--- src/rtl/apb_pkg.sv ---
`default_nettype none
// ============================================================================
// Module      : apb_pkg
// Description : Shared APB bus widths, FSM state encoding and response codes.
// Revision    : 1.0 - initial release
// ============================================================================
package apb_pkg;

  localparam int APB_ADDR_W = 32;
  localparam int APB_DATA_W = 32;
  localparam int APB_STRB_W = APB_DATA_W / 8;
  localparam int CNT_W      = 4;

  localparam logic [0:0] ST_IDLE   = 1'b0;
  localparam logic [0:0] ST_ACCESS = 1'b1;

  localparam logic ERR_NONE   = 1'b0;
  localparam logic ERR_DECODE = 1'b1;

endpackage : apb_pkg
`default_nettype wire

--- src/rtl/apb_regfile.sv ---
`default_nettype none
// ============================================================================
// Module      : apb_regfile
// Description : NUM_REGS x 32-bit storage, byte-enabled write, async read.
// Revision    : 1.0 - initial release
// ============================================================================
module apb_regfile
  import apb_pkg::*;
#(
  parameter int NUM_REGS = 16,
  parameter int IDX_W    = $clog2(NUM_REGS)
) (
  input  logic                  pclk,
  input  logic                  preset,
  input  logic                  we,
  input  logic [IDX_W-1:0]      waddr,
  input  logic [APB_DATA_W-1:0] wdata,
  input  logic [APB_STRB_W-1:0] wbe,
  input  logic [IDX_W-1:0]      raddr,
  output logic [APB_DATA_W-1:0] rdata
);

  logic [APB_DATA_W-1:0] r_mem [NUM_REGS];

  always_ff @(posedge pclk) begin
    if (preset) begin
      for (int i = 0; i < NUM_REGS; i++) begin
        r_mem[i] <= '0;
      end
    end else if (we) begin
      for (int b = 0; b < APB_STRB_W; b++) begin
        if (wbe[b]) begin
          r_mem[waddr][8*b +: 8] <= wdata[8*b +: 8];
        end
      end
    end
  end

  assign rdata = r_mem[raddr];

endmodule : apb_regfile
`default_nettype wire

--- src/rtl/apb_slave_regfile.sv ---
`default_nettype none
// ============================================================================
// Module      : apb_slave_regfile
// Description : APB completer with programmable wait states fronting a
//               register bank. Optional macro APB_SLV_PSTRB_EN adds pstrb.
// Revision    : 1.0 - initial release
// ============================================================================
module apb_slave_regfile
  import apb_pkg::*;
#(
  parameter int NUM_REGS    = 16,
  parameter int WAIT_CYCLES = 0
) (
  input  logic                  pclk,
  input  logic                  preset,
  input  logic                  psel,
  input  logic                  penable,
  input  logic                  pwrite,
  input  logic [APB_ADDR_W-1:0] paddr,
  input  logic [APB_DATA_W-1:0] pwdata,
`ifdef APB_SLV_PSTRB_EN
  input  logic [APB_STRB_W-1:0] pstrb,
`endif
  output logic [APB_DATA_W-1:0] prdata,
  output logic                  pready,
  output logic                  pslverr
);

  localparam int              c_IDX_W = $clog2(NUM_REGS);
  localparam logic [CNT_W-1:0] c_WAIT = CNT_W'(WAIT_CYCLES);

  logic [0:0]            r_state;
  logic [CNT_W-1:0]      r_cnt;
  logic [APB_ADDR_W-1:0] r_addr;
  logic                  r_write;

  logic                  w_err;
  logic                  w_last;
  logic                  w_pready;
  logic                  w_we;
  logic [c_IDX_W-1:0]    w_idx;
  logic [APB_STRB_W-1:0] w_be;
  logic [APB_DATA_W-1:0] w_rdata;

  // Anything above the bank or not word-aligned is a decode error.
  assign w_err    = (r_addr[1:0] != 2'b00) ||
                    (r_addr[APB_ADDR_W-1:2+c_IDX_W] != '0);
  assign w_idx    = r_addr[2 +: c_IDX_W];
  assign w_last   = (r_state == ST_ACCESS) && (r_cnt == '0);
  assign w_pready = w_last && psel && penable;
  assign w_we     = w_pready && r_write && !w_err;

`ifdef APB_SLV_PSTRB_EN
  assign w_be = pstrb;
`else
  assign w_be = '1;
`endif

  always_ff @(posedge pclk) begin
    if (preset) begin
      r_state <= ST_IDLE;
      r_cnt   <= '0;
      r_addr  <= '0;
      r_write <= 1'b0;
    end else begin
      case (r_state)
        ST_IDLE: begin
          if (psel && !penable) begin
            r_state <= ST_ACCESS;
            r_cnt   <= c_WAIT;
            r_addr  <= paddr;
            r_write <= pwrite;
          end
        end
        ST_ACCESS: begin
          // Dropping psel/penable before pready abandons the transfer.
          if (!(psel && penable)) begin
            r_state <= ST_IDLE;
          end else if (r_cnt != '0) begin
            r_cnt <= r_cnt - 1'b1;
          end else begin
            r_state <= ST_IDLE;
          end
        end
        default: r_state <= ST_IDLE;
      endcase
    end
  end

  apb_regfile #(
    .NUM_REGS (NUM_REGS),
    .IDX_W    (c_IDX_W)
  ) u_regfile (
    .pclk   (pclk),
    .preset (preset),
    .we     (w_we),
    .waddr  (w_idx),
    .wdata  (pwdata),
    .wbe    (w_be),
    .raddr  (w_idx),
    .rdata  (w_rdata)
  );

  assign pready  = w_pready;
  assign pslverr = (w_last && w_err) ? ERR_DECODE : ERR_NONE;
  assign prdata  = (w_last && !r_write && !w_err) ? w_rdata : '0;

endmodule : apb_slave_regfile
`default_nettype wire

--- config.mk ---
export PLATFORM = sky130hd
export DESIGN_NAME = apb_slave_regfile
export DESIGN_NICKNAME = d
export VERILOG_FILES = /design/src/rtl/apb_pkg.sv /design/src/rtl/apb_regfile.sv /design/src/rtl/apb_slave_regfile.sv
export SDC_FILE = /design/constraint.sdc
export NUM_CORES = 1
export LEC_CHECK = 0
export ABC_AREA = 1
export CAP_MARGIN = 20
export CORE_MARGIN = 4
export CORE_UTILIZATION = 55
export DETAILED_ROUTE_END_ITERATION = 10
export PLACE_DENSITY = 0.72
export SLEW_MARGIN = 20
export SYNTH_ARGS = -nofsm -noshare
export SYNTH_HDL_FRONTEND = slang
export SYNTH_SLANG_ARGS = --single-unit
--- constraint.sdc ---
create_clock -name pclk -period 3.36 [get_ports pclk]
set_input_delay 0.504 -clock pclk [delete_from_list [all_inputs] [get_ports pclk]]
set_output_delay 0.504 -clock pclk [all_outputs]
set_load 0.01 [all_outputs]
==> results.sh <==
export IMPL_global_route_wire_length_before_repair_mm=106.5
export IMPL_unrepaired_setup_endpoints_after_global_routing="false"
export IMPL_tritoncts_buffer_count=56
export IMPL_synth_seq_area_share=0.6450
export IMPL_fillerInstances=3638
export IMPL_timing_critical_path_fanout_max=65
export IMPL_dp_cells=3125
export IMPL_floorplan_initialDensity=0.5552
export IMPL_htree_num_levels=2
export IMPL_required_time_at_the_endpoint_of_the_critical_path_ns=2.86
export IMPL_num_rows=78
export IMPL_drv_cap=0
export IMPL_syn_to_final_growth_pct=14.37
export IMPL_fmax_mhz=306.7
export IMPL_worst_setup_path_start_kind="flip-flop"
export IMPL_drt_first_pass_iters=6
export IMPL_routed_wl_mm=69.86
export IMPL_top_cells_by_instance_count_after_synthesis="nor2_1 (594), nand2_1 (588), edfxtp_1 (512)"
export IMPL_slew_limit_headroom=0.2795
export IMPL_syn_area_per_cell_um2=9.816
export IMPL_final_max_slew_viol_count=0
export IMPL_die_area_um2=49190
export IMPL_post_synth_top_count_cell="nor2_1"
export IMPL_synth_seq_cells=554
export IMPL_post_synth_instance_area_um2=25140
export IMPL_dieWidth_um=221.8
export IMPL_route_vias_total=18962
export IMPL_antenna_violating_nets_post_route=0
export IMPL_syn_inst_count=2561
export IMPL_synthesized_net_count=2631
export IMPL_wire_per_inst_um=21.55
export IMPL_finalPower_mw=15.39
export IMPL_count_of_flip_flops_with_a_built_in_enable_after_synthesis=512
export IMPL_grt_start_max_net_pins=81
export IMPL_tightestPinTransition_ns=1.081
export IMPL_finalWorstPathRequiredPeriod_ns=3.260
export IMPL_grt_usage=0.2780
export IMPL_fin_worst_skew_ns=0.01722
export IMPL_area_sequential_um2=16230
export IMPL_min_from="r_addr[8]$_SDFFE_PP0P_"
export IMPL_multi_input_gate_area_um2=7662
export IMPL_die_y_um=221.8
export IMPL_power_density_nw_per_um2=535.2
export IMPL_yosysTopAreaCellShare=0.6116
export IMPL_via_count_of_the_first_global_routing_pass=18399
export IMPL_cts_tree="yes"
export IMPL_cts_buffer_depth=3
export IMPL_worstSetupEndpointType="output port"
export IMPL_detail_route_vias_per_cell=5.849
export IMPL_post_place_setup_slack_ns=0.4853
export IMPL_final_cell_count_no_fill=3242
export IMPL_ys_top_cells_by_area="edfxtp_1 (61%), nor2_1 (8.9%), nand2_1 (8.8%), nand3_1 (7.2%), dfxtp_1 (3.3%)"
export IMPL_final_setup_worst_slack_ns=0.09991
export IMPL_place_congestion=0.8647
export IMPL_port_buffer_count=102
export IMPL_cts_root_buffer_cell="clkbuf_16"
export IMPL_finalCritPeriodShare=0.9703
export IMPL_dominantRegCellSynth="edfxtp_1"
export IMPL_finalHoldViolCount=0
export IMPL_io_pins=103
export IMPL_place_area_um2=26610
export IMPL_final_net_count=2664
export IMPL_diodes=0
export IMPL_drt_first_iter_violations=2283
export IMPL_cts_num_sinks=554
export IMPL_core_area_um2=45280
export IMPL_holdBufCountCts=0
export IMPL_layout_drive_gt1_share=0.08819
export IMPL_stdcell_area_um2=28750
export IMPL_async_reset_ff_frac=0
export IMPL_worst_skew_pair_late_latency_ns=0.61
export IMPL_reg2reg_from="r_cnt[0]$_SDFFE_PP0P_"
export IMPL_power_static_leakage_nw=11.56
export IMPL_power_ir_vdd_worst_mv=0.3941
export IMPL_status="finished clean"
export IMPL_finalSetupViolCount=0
export IMPL_synth_warning_count=0
export IMPL_synth_top_area_cell="edfxtp_1"
export IMPL_grt_overflow=0
export IMPL_classification_of_the_worst_slack_hold_path="flip-flop to flip-flop"
export IMPL_timing_worst_setup_path_type="flip-flop to output port"
export IMPL_place_hpwl_mm=40.21
export IMPL_drcViolationCount=0
export IMPL_clk_pin_slew_ns=0.06
export IMPL_fin_setup_tns_ns=0
export IMPL_synth_cell_types=22
export IMPL_grt_antenna_before_repair=0
export IMPL_crit_arrival_ns=2.76
## sequential cells by signal, summed over array words and instances (netlist names), named ones only
register,count
r_state,1
r_addr,32
r_write,1
r_cnt,4
u_regfile.r_mem,512
## cell families (layout without fill, tap and decap cells)
family,after synthesis,after routing,share of synthesized area
flops,554,554,0.6450
fa+ha+maj,1,1,0.0004976
compound gates,143,143,0.02847
simple gates,1597,1597,0.2735
buf+inv,266,347,0.05246
## cells in the final DEF (no fill, tap or decap), types with 32 or more instances in the layout
master | synthesis | layout
a21oi_1 | 109 | 109
buf_4 | 0 | 44
clkbuf_16 | 0 | 61
clkdlybuf4s50_1 | 0 | 85
dfxtp_1 | 42 | 39
edfxtp_1 | 512 | 512
inv_1 | 61 | 60
nand2_1 | 588 | 576
nand3_1 | 362 | 362
nor2_1 | 594 | 589
nor2_4 | 30 | 32
## layout make-up
cell class | instances | area share
clock buffers | 75 | 0.05448
clock inverters | 31 | 0.009051
inverters | 64 | 0.009443
multi-input cells | 1741 | 0.2665
flip-flops and latches | 554 | 0.5644
well taps | 600 | 0.02611
repair buffers | 177 | 0.07006
## worst paths after layout
check	depth (start not counted)	slack [ns]	to
worst max-delay path	7	0.1	prdata[23]
worst min-delay path	2	0.46	r_addr[8]$_SDFFE_PP0P_
worst max register to register	9	0.85	u_regfile.r_mem[0][16]$_SDFFCE_PN0P_
worst min register to register	2	0.46	r_addr[8]$_SDFFE_PP0P_
## worst max-delay path, stage by stage, from the launching register on
cell             delay (ns)
dfxtp_4                0.45
inv_6                  0.24
buf_16                 0.29
a21oi_1                0.08
a21oi_1                0.14
a21oi_1                0.13
nor2_4                 0.18
clkdlybuf4s50_1        0.58
## through the flow
step,util,hold slack (ns)
2_1_floorplan,-,0.4301
3_3_place_gp,0.5877,0.4405
3_5_place_dp,0.5877,0.4484
4_1_cts,0.6306,0.4575
5_1_grt,0.6349,0.4823
6_report,0.6349,0.4571
## routing by layer
metal / global-route usage / vias to the layer above / wire length [µm]
li1: - / 8619 / -
met1: 0.3696 / 9074 / 26060
met2: 0.4550 / 1099 / 33670
met3: 0.05005 / 170 / 7314
met4: 0.1182 / 0 / 2819
met5: 0 / - / 0
## what timing repair did
item | 4_1_cts | 5_1_grt
buffers inserted | 2 | 6
pin swaps | 1 | 0
endpoints found under the setup margin | 32 | 28
cloned | 1 | 2
resized for setup | 13 | 26
endpoints found under the hold margin | 0 | 0
## where the power goes
group / switching [mW] / internal, mW / leakage, nW / total, mW
sequential: 0.0852 / 7.75 / 5.63 / 7.83
combinational: 0.956 / 0.405 / 5.03 / 1.36
clock: 2.62 / 3.57 / 0.900 / 6.19
(Power assumes the default switching activity.)
